$ cat src/rtl/cc_mim_pkg.sv
// Shared definitions for the ARC microprogram sequencer: widths,
// microword field positions, COND encodings and the sequencer state type.
package cc_mim_pkg;

    localparam int DATAWIDTH_MICROWORD = 41;
    localparam int DATAWIDTH_MICROADDR = 11;
    localparam int DATAWIDTH_IR        = 32;

    // Microword field positions, MSB first
    localparam int A_MSB     = 40;
    localparam int A_LSB     = 35;
    localparam int AMUX_BIT  = 34;
    localparam int B_MSB     = 33;
    localparam int B_LSB     = 28;
    localparam int BMUX_BIT  = 27;
    localparam int C_MSB     = 26;
    localparam int C_LSB     = 21;
    localparam int CMUX_BIT  = 20;
    localparam int RD_BIT    = 19;
    localparam int WR_BIT    = 18;
    localparam int ALU_MSB   = 17;
    localparam int ALU_LSB   = 14;
    localparam int COND_MSB  = 13;
    localparam int COND_LSB  = 11;
    localparam int JUMP_MSB  = 10;
    localparam int JUMP_LSB  = 0;

    // Next-address selection codes carried in the COND field
    localparam logic [2:0] COND_NEXT   = 3'b000;
    localparam logic [2:0] COND_N      = 3'b001;
    localparam logic [2:0] COND_Z      = 3'b010;
    localparam logic [2:0] COND_V      = 3'b011;
    localparam logic [2:0] COND_C      = 3'b100;
    localparam logic [2:0] COND_IR13   = 3'b101;
    localparam logic [2:0] COND_JUMP   = 3'b110;
    localparam logic [2:0] COND_DECODE = 3'b111;

    typedef enum logic [1:0] {
        ST_FETCH   = 2'b00,
        ST_EXEC    = 2'b01,
        ST_MEMWAIT = 2'b10
    } seq_state_t;

    // Instruction dispatch address: opcode class and op3 field select a
    // four-word slot in the upper half of the control store.
    function automatic logic [DATAWIDTH_MICROADDR-1:0] decode_addr(
        input logic [DATAWIDTH_IR-1:0] ir
    );
        return {1'b1, ir[31:30], ir[24:19], 2'b00};
    endfunction

endpackage

$ cat src/rtl/cc_mim_nextaddr.sv
// Combinational next-microaddress selection: increment, conditional or
// unconditional branch to JUMP, or instruction decode dispatch.
module cc_mim_nextaddr
    import cc_mim_pkg::*;
(
    input  logic [DATAWIDTH_MICROADDR-1:0] csar,
    input  logic [2:0]                     cond,
    input  logic [DATAWIDTH_MICROADDR-1:0] jump,
    input  logic [3:0]                     nzvc,
    input  logic [DATAWIDTH_IR-1:0]        ir,
    output logic [DATAWIDTH_MICROADDR-1:0] next_addr
);

    logic [DATAWIDTH_MICROADDR-1:0] csar_inc;

    // Address width is exactly the store depth, so the increment wraps 2047 -> 0
    assign csar_inc = csar + 11'd1;

    // Pick the branch target according to COND and the sampled flags/IR
    always_comb begin
        next_addr = csar_inc;
        case (cond)
            COND_NEXT:   next_addr = csar_inc;
            COND_N:      next_addr = nzvc[3] ? jump : csar_inc;
            COND_Z:      next_addr = nzvc[2] ? jump : csar_inc;
            COND_V:      next_addr = nzvc[1] ? jump : csar_inc;
            COND_C:      next_addr = nzvc[0] ? jump : csar_inc;
            COND_IR13:   next_addr = ir[13]  ? jump : csar_inc;
            COND_JUMP:   next_addr = jump;
            COND_DECODE: next_addr = decode_addr(ir);
            default:     next_addr = csar_inc;
        endcase
    end

endmodule

$ cat src/rtl/cc_mim_microsequencer.sv
// ARC microprogram sequencer: drives CSAR to the control store, latches the
// returned microword into the MIR, stalls on memory accesses and issues one
// commit pulse per microinstruction.
module cc_mim_microsequencer
    import cc_mim_pkg::*;
(
    input  logic                           CLOCK_50,
    input  logic                           RESET_InHigh,
    input  logic                           run_InHigh,
    input  logic [DATAWIDTH_MICROWORD-1:0] cs_data_InBUS,
    input  logic [DATAWIDTH_IR-1:0]        ir_InBUS,
    input  logic [3:0]                     psr_nzvc_InBUS,
    input  logic                           mem_ack_InHigh,
    output logic [DATAWIDTH_MICROADDR-1:0] cs_addr_OutBUS,
    output logic [DATAWIDTH_MICROWORD-1:0] mir_OutBUS,
    output logic                           mem_rd_OutHigh,
    output logic                           mem_wr_OutHigh,
    output logic                           commit_OutHigh
);

    seq_state_t                     state_reg, state_next;
    logic [DATAWIDTH_MICROADDR-1:0] csar_reg, csar_next;
    logic [DATAWIDTH_MICROWORD-1:0] mir_reg, mir_next;
    logic [DATAWIDTH_MICROADDR-1:0] next_addr;
    logic                           commit;
    logic                           mem_active;
    logic                           mir_mem;

    // Flags and IR are taken live, so they are sampled in the commit cycle
    cc_mim_nextaddr u_nextaddr (
        .csar      (csar_reg),
        .cond      (mir_reg[COND_MSB:COND_LSB]),
        .jump      (mir_reg[JUMP_MSB:JUMP_LSB]),
        .nzvc      (psr_nzvc_InBUS),
        .ir        (ir_InBUS),
        .next_addr (next_addr)
    );

    assign mir_mem = mir_reg[RD_BIT] | mir_reg[WR_BIT];

    // Sequencer state, CSAR and MIR registers; reset abandons any pending access
    always_ff @(posedge CLOCK_50) begin
        if (RESET_InHigh) begin
            state_reg <= ST_FETCH;
            csar_reg  <= '0;
            mir_reg   <= '0;
        end else begin
            state_reg <= state_next;
            csar_reg  <= csar_next;
            mir_reg   <= mir_next;
        end
    end

    // Next-state, register updates and commit/strobe qualification
    always_comb begin
        state_next = state_reg;
        csar_next  = csar_reg;
        mir_next   = mir_reg;
        commit     = 1'b0;
        mem_active = 1'b0;
        case (state_reg)
            ST_FETCH: begin
                // run is only looked at here, so a running instruction always completes
                if (run_InHigh) begin
                    mir_next   = cs_data_InBUS;
                    state_next = ST_EXEC;
                end
            end
            ST_EXEC: begin
                mem_active = 1'b1;
                // An ack seen here is ignored; memory words always pass through MEMWAIT
                if (mir_mem) begin
                    state_next = ST_MEMWAIT;
                end else begin
                    commit     = 1'b1;
                    csar_next  = next_addr;
                    state_next = ST_FETCH;
                end
            end
            ST_MEMWAIT: begin
                mem_active = 1'b1;
                if (mem_ack_InHigh) begin
                    commit     = 1'b1;
                    csar_next  = next_addr;
                    state_next = ST_FETCH;
                end
            end
            default: begin
                state_next = ST_FETCH;
            end
        endcase
    end

    assign cs_addr_OutBUS = csar_reg;
    assign mir_OutBUS     = mir_reg;
    assign mem_rd_OutHigh = mem_active & mir_reg[RD_BIT];
    assign mem_wr_OutHigh = mem_active & mir_reg[WR_BIT];
    assign commit_OutHigh = commit;

endmodule

$ cat config.mk
export PLATFORM = sky130hd
export DESIGN_NAME = cc_mim_microsequencer
export DESIGN_NICKNAME = d
export VERILOG_FILES = /design/src/rtl/cc_mim_pkg.sv /design/src/rtl/cc_mim_nextaddr.sv /design/src/rtl/cc_mim_microsequencer.sv
export SDC_FILE = /design/constraint.sdc
export NUM_CORES = 1
export LEC_CHECK = 0
export BUFFER_PORTS_ARGS = -buffer_cell sky130_fd_sc_hd__buf_2
export CAP_MARGIN = 20
export CORE_UTILIZATION = 30
export CTS_BUF_LIST = sky130_fd_sc_hd__clkbuf_8
export CTS_CLUSTER_SIZE = 40
export DETAILED_ROUTE_END_ITERATION = 6
export PLACE_DENSITY_LB_ADDON = 0.12
export SETUP_SLACK_MARGIN = 0.1
export SLEW_MARGIN = 25
export SYNTH_ARGS = -nofsm -noshare
export SYNTH_HDL_FRONTEND = slang
export SYNTH_SLANG_ARGS = --single-unit
$ cat constraint.sdc
create_clock -name CLOCK_50 -period 2.2 [get_ports CLOCK_50]
set_clock_uncertainty 0.05 [all_clocks]
set_input_delay 0.44 -clock CLOCK_50 [delete_from_list [all_inputs] [get_ports CLOCK_50]]
set_output_delay 0.44 -clock CLOCK_50 [all_outputs]
set_load 0.02 [all_outputs]
==> results of run 1 <==
-- routing by layer --
layer	global-route usage (%)	up-vias
met1	23.0	1292
met5	0	-
met4	4.48	0
li1	-	1407
met3	3.48	2
met2	27.1	76
-- worst max-delay path, stage by stage, from the launching register on --
cell and delay, ps:
dfxtp_1 380, inv_1 80, ha_1 350, and2_1 180, buf_2 150
-- metrics by stage --
| stage | total power [mW] | hold WS (ps) | cells | instance area (sq um) |
|---|---|---|---|---|
| global placement | 1.60 | 389 | 543 | 3290 |
| finish | 2.16 | 305 | 551 | 3390 |
| floorplan | 1.42 | 431 | 339 | 2640 |
| CTS | 2.20 | 291 | 551 | 3380 |
| global route | 2.30 | 294 | 551 | 3390 |
| detailed placement | 1.61 | 395 | 543 | 3290 |
-- kinds of logic after synthesis --
group / count (synthesis) / synth area share [%]
buffers and inverters: 33 / 6.39
DFF: 54 / 40.9
adders and majority gates: 4 / 1.89
muxes: 2 / 0.758
and+or+nand+nor: 145 / 25.1
AOI/OAI and AO/OA: 101 / 24.9
-- path summary, 6_finish.rpt --
kind	depth (start not counted)	slack (ps)	startpoint	to
min reg2reg	2	410	mir_OutBUS[26]	mir_OutBUS[26]
min	3	300	cs_data_InBUS[15]	mir_OutBUS[15]
max reg2reg	5	360	mir_OutBUS[12]	cs_addr_OutBUS[6]
max	4	270	state_reg[0]	mem_rd_OutHigh
-- layout by cell type, fill, tap and decap left out, types with 5 or more instances in the layout --
master      n
nor2_1     13
buf_2     112
buf_4      13
inv_1       6
clkbuf_8    5
nand3_1     6
o21ai_0     7
a211oi_1    5
dfxtp_1    51
a21oi_1    49
nand2_1    91
nor2b_1     5
-- final cells by class --
class                           count  area share, %
Multi-Input combinational cell    252           41.1
Sequential cell                    54           32.0
Timing Repair Buffer              125           19.4
Tap cell                          105           3.88
Clock buffer                        5           2.03
Inverter                            7          0.775
Clock inverter                      3          0.739
-- report_power, final --
part	total, mW	switching, mW	internal (mW)	leakage (nW)
registers	1.08	0.0479	1.04	0.443
clock network	0.579	0.348	0.231	0.0447
logic	0.496	0.307	0.190	1.05
-- cells in the mapped netlist (5+ instances only) --
master    number  area (sq um)
nand3_1        6          30.0
nand2_1       91           342
nor2b_1        5          31.3
inv_1          6          22.5
o21ai_0        7          35.0
and3_1         5          31.3
a211oi_1       5          37.5
dfxtp_1       54          1080
a21oi_1       49           245
nor2_1        13          48.8
clkbuf_1      14          52.6
==> flow_summary.yaml, run 1 <==
yosys:
  ys_seq_area_share_pct: 40.9
  async_flop_share_pct: 0
  yosysUniqueCellTypes: 54
  synth_cells: 339
  syn_area_sq_mm: 0.00264
  synth_fp_nets: 424
  avgSynthCellArea_sq_um: 7.80
  ys_ff_latch: 54
  ys.flop_type: "dfxtp_1"
  yosys_warnings: 0
  synth-edff-count: 0
final_layout:
  fillCellCount: 916
  layout-drive-gt1-share_pct: 31.4
  multi_input_area_sq_mm: 0.00139
  fin_nets: 530
  post-route-util_pct: 40.4
  syn2layout_area_growth_pct: 28.2
  seq_area_sq_mm: 0.00108
  largest_register_ff_count: 41
  diodes: 0
critical_path:
  arrival_ps: 1440
  crit_path_start_kind: "flip-flop"
  worst-path-max-fanout: 5
  crit_type: "flip-flop to output port"
  worstPathRequired_ps: 1710
  crit_path_end_kind: "output port"
power_and_ir_drop:
  p_leak_nw: 1.54
  peakVddDrop_v: 0.000314
  power_density_mw_per_mm2: 637
routing:
  dr_wl_met2_um: 3650
  routed_via_density: 5.04
  wl_met3_um: 419
  drt-initial-drc-count: 166
  dr.pass1.iters: 4
  highest_layer: "met4"
  vias: 2777
  routed_wl_um: 7710
  drc_errors: 0
  ant_nets: 0
  wl_per_cell_um: 14.0
  m1WireLength_um: 3600
clocking:
  cts_made_buffers: 5
  postCtsHoldBufs: 0
  clock_latency_ps: 300
  clk_pin_slew_worst_paths_ps: 110
  root_buffer: "clkbuf_8"
  h-tree-depth: 2
  clockBufferDepth: 2
  cts_tree: "yes"
  cts-resized-gates: 0
  cts.sinks: 54
  cts_setup_buffers: 0
timing:
  finalCritPeriodShare_pct: 87.8
  tns_ps: 0
  setup_slack_ps: 268
  worstMarginPinSlew_ps: 435
  period_needed_ps: 1930
  rsz0062_at_grt: "no"
  slew_headroom_pct: 71.0
  hold_viol_final: 0
  clock.fmax_mhz: 518
  drv_slew: 0
  setup_violations: 0
die:
  initial_core_util_pct: 31.5
  rows: 33
  num_io_pins: 136
  die_width_um: 95.9
  die_y_um: 95.9
  core_area_sq_mm: 0.00838
  dieArea_sq_mm: 0.00919
global_route:
  globalRoute.totalOverflow: 0
  grt_max_degree: 42
  antenna_found_initial: 0
  grt_use_total_pct: 16.9
  grt_pass1_vias: 2452
  grt_first_pass_wirelength_um: 12100
status:
  outcome: "complete, no violations"
placed_design:
  placement.io_buffers: 112
  place_congestion: 0.782
  hpwl_um: 5580
  place_ws_ps: 230
run:
  maxCapViolations: 0
hold_path:
  hold_class: "primary input to flip-flop"
Note: power is estimated with default switching activity, not from simulation.
==> run 2: changes to the inputs <==
- ABC_AREA: not set -> 1
- MAX_ROUTING_LAYER: not set -> met4
==> flow_summary.yaml, run 2 <==
status:
  outcome: "complete, no violations"
yosys:
  ys.flop_type: "dfxtp_1"
  ys_seq_area_share_pct: 40.5
  yosysTopAreaCell: "dfxtp_1"
  avgSynthCellArea_sq_um: 6.90
  yosys_warnings: 0
  yosysUniqueCellTypes: 33
  synth_cells: 387
  synth_fp_nets: 472
  async_flop_share_pct: 0
  netlist_top_cells_count: "81 x nor2_1, 57 x o21ai_0, 54 x dfxtp_1"
  synth_top_area_share_pct: 40.5
  synth-edff-count: 0
  synth.most_common_cell: "nor2_1"
  ys_ff_latch: 54
  synth.area.top_cells: "dfxtp_1 40%, nor2_1 11%, o21ai_0 11%, a21oi_1 7.5%, nand2_1 6.9%"
  syn_area_sq_mm: 0.00267
power_and_ir_drop:
  peakVddDrop_v: 0.000322
  p_leak_nw: 1.72
  finalPower_mw: 2.83
  power_density_mw_per_mm2: 813
global_route:
  globalRoute.totalOverflow: 0
  grt_pass1_vias: 2567
  grt_first_pass_wirelength_um: 12300
  grt_use_total_pct: 17.3
  grt_max_degree: 35
  antenna_found_initial: 1
routing:
  vias: 2847
  routed_via_density: 4.68
  drt-initial-drc-count: 100
  ant_nets: 0
  routed_wl_um: 7650
  dr.pass1.iters: 5
  wl_per_cell_um: 12.6
  drc_errors: 0
placed_design:
  hpwl_um: 5690
  place_congestion: 0.847
  placed_cells: 599
  place_ws_ps: 400
  placement.io_buffers: 112
  dpl_cell_area_sq_mm: 0.00335
critical_path:
  crit_path_end_kind: "output port"
  worstPathRequired_ps: 1710
  crit_path_start_kind: "flip-flop"
  worst_path_max_delay_cell: "dfxtp_1"
  path_cells: "inv_1, ha_1, inv_1, a21oi_1, buf_4"
  cp_slowest_stage_delay_ps: 340
  crit_family: "flip-flops"
  cpMostUsedCell: "inv_1"
  crit_type: "flip-flop to output port"
  arrival_ps: 1430
  worst-path-max-fanout: 3
  crit_buf_inv: 3
die:
  die_y_um: 96.4
  dieArea_sq_mm: 0.00929
  rows: 34
  die_width_um: 96.4
  core_area_sq_mm: 0.00868
  num_io_pins: 136
  initial_core_util_pct: 30.8
hold_path:
  hold_class: "primary input to flip-flop"
final_layout:
  largest_register_ff_count: 41
  fillCellCount: 1008
  syn2layout_area_growth_pct: 30.4
  final_cells: 608
  post-route-util_pct: 40.1
  seq_area_sq_mm: 0.00108
  fin_nets: 583
  layout-drive-gt1-share_pct: 28.7
  final_common_cell: "buf_2"
  multi_input_area_sq_mm: 0.00140
  most-common-layout-cells: "111 x buf_2, 81 x nor2_1, 57 x o21ai_0"
  fin_area_sq_mm: 0.00348
clocking:
  clockBufferDepth: 2
  clock_latency_ps: 300
  cts.sinks: 54
  postCtsHoldBufs: 0
  root_buffer: "clkbuf_8"
  cts_made_buffers: 5
  cts_tree: "yes"
  clk_pin_slew_worst_paths_ps: 110
  h-tree-depth: 2
timing:
  drv_slew: 0
  setup_violations: 0
  setup_slack_ps: 279
  slew_headroom_pct: 72.1
  fin_hold_ws_ps: 318
  tns_ps: 0
  worstMarginPinSlew_ps: 417
  period_needed_ps: 1920
  rsz0062_at_grt: "no"
  finalCritPeriodShare_pct: 87.3
  clock.fmax_mhz: 520
  hold_viol_final: 0
run:
  maxCapViolations: 0
## run 2: cell types whose count changed in the layout (fill, tap and decap cells not counted), moves of 4 or more
| cell | delta |
|---|---|
| nor2_1 | +68 |
| and3_1 | -4 |
| nand3_1 | +12 |
| a21oi_1 | -9 |
| nor2_2 | +4 |
| and2_1 | -4 |
| buf_4 | -5 |
| o21ai_0 | +50 |
| a221oi_1 | -4 |
| nand2_1 | -42 |
| nor2b_1 | -5 |
| a211oi_1 | -4 |
| inv_1 | +24 |
## run 2: cell type report
class	instances	area share, %
Clock buffer	6	2.37
Timing Repair Buffer	119	17.7
Clock inverter	2	1.11
Tap cell	108	3.88
Multi-Input combinational cell	284	40.1
Inverter	34	3.67
Antenna cell	1	0.0719
Sequential cell	54	31.1
## run 2: final timing paths
path / start / to / slack, ps / cells after the start
worst max register to register: state_reg[1] / cs_addr_OutBUS[3] / 410 / 8
worst min-delay path: cs_data_InBUS[10] / mir_OutBUS[10] / 320 / 3
worst min register to register: mir_OutBUS[33] / mir_OutBUS[33] / 440 / 2
worst max-delay path: state_reg[1] / commit_OutHigh / 280 / 5
## run 2: logic make-up (layout without fill, tap and decap cells)
group                      count (synthesis)  count (layout)  share of synthesized area, %
AOI/OAI and AO/OA                        110             110                          21.8
xor gates and xnor gates                   6               6                          1.97
adders and majority gates                  4               4                          1.87
buffers and inverters                     49             161                          7.21
DFF                                       54              54                          40.5
other                                      0               1                             0
and+or+nand+nor                          164             164                          26.7
## run 2: routing by layer
metal  wire length, um  GRT usage [%]  vias to the layer above  share of wire [%]
li1                  -              -                     1495                  -
met1              3650           22.7                     1271                 48
met2              3470           27.5                       76                 45
met3               485           4.03                        5                6.3
met4                42           2.94                        0               0.55
met5                 0              -                        -                  0
## run 2: repair_timing
action / CTS / global route
buffers inserted: 0 / 0
resized for setup: 0 / 2
setup endpoints to repair: 0 / 1
## run 2: report_power, final
group          internal [mW]  switching [mW]  total (mW)
Clock                  0.375           0.344       0.719
Combinational          0.320           0.585       0.904
Sequential              1.10           0.104        1.21
## run 2: worst reg2reg max path, stage by stage (launching register included)
cell     delay (ps)
dfxtp_1         340
inv_1            70
ha_1            330
inv_1            90
nor3_4          220
inv_1           230
a21oi_1         180
nand2_1          70
a21oi_1         140
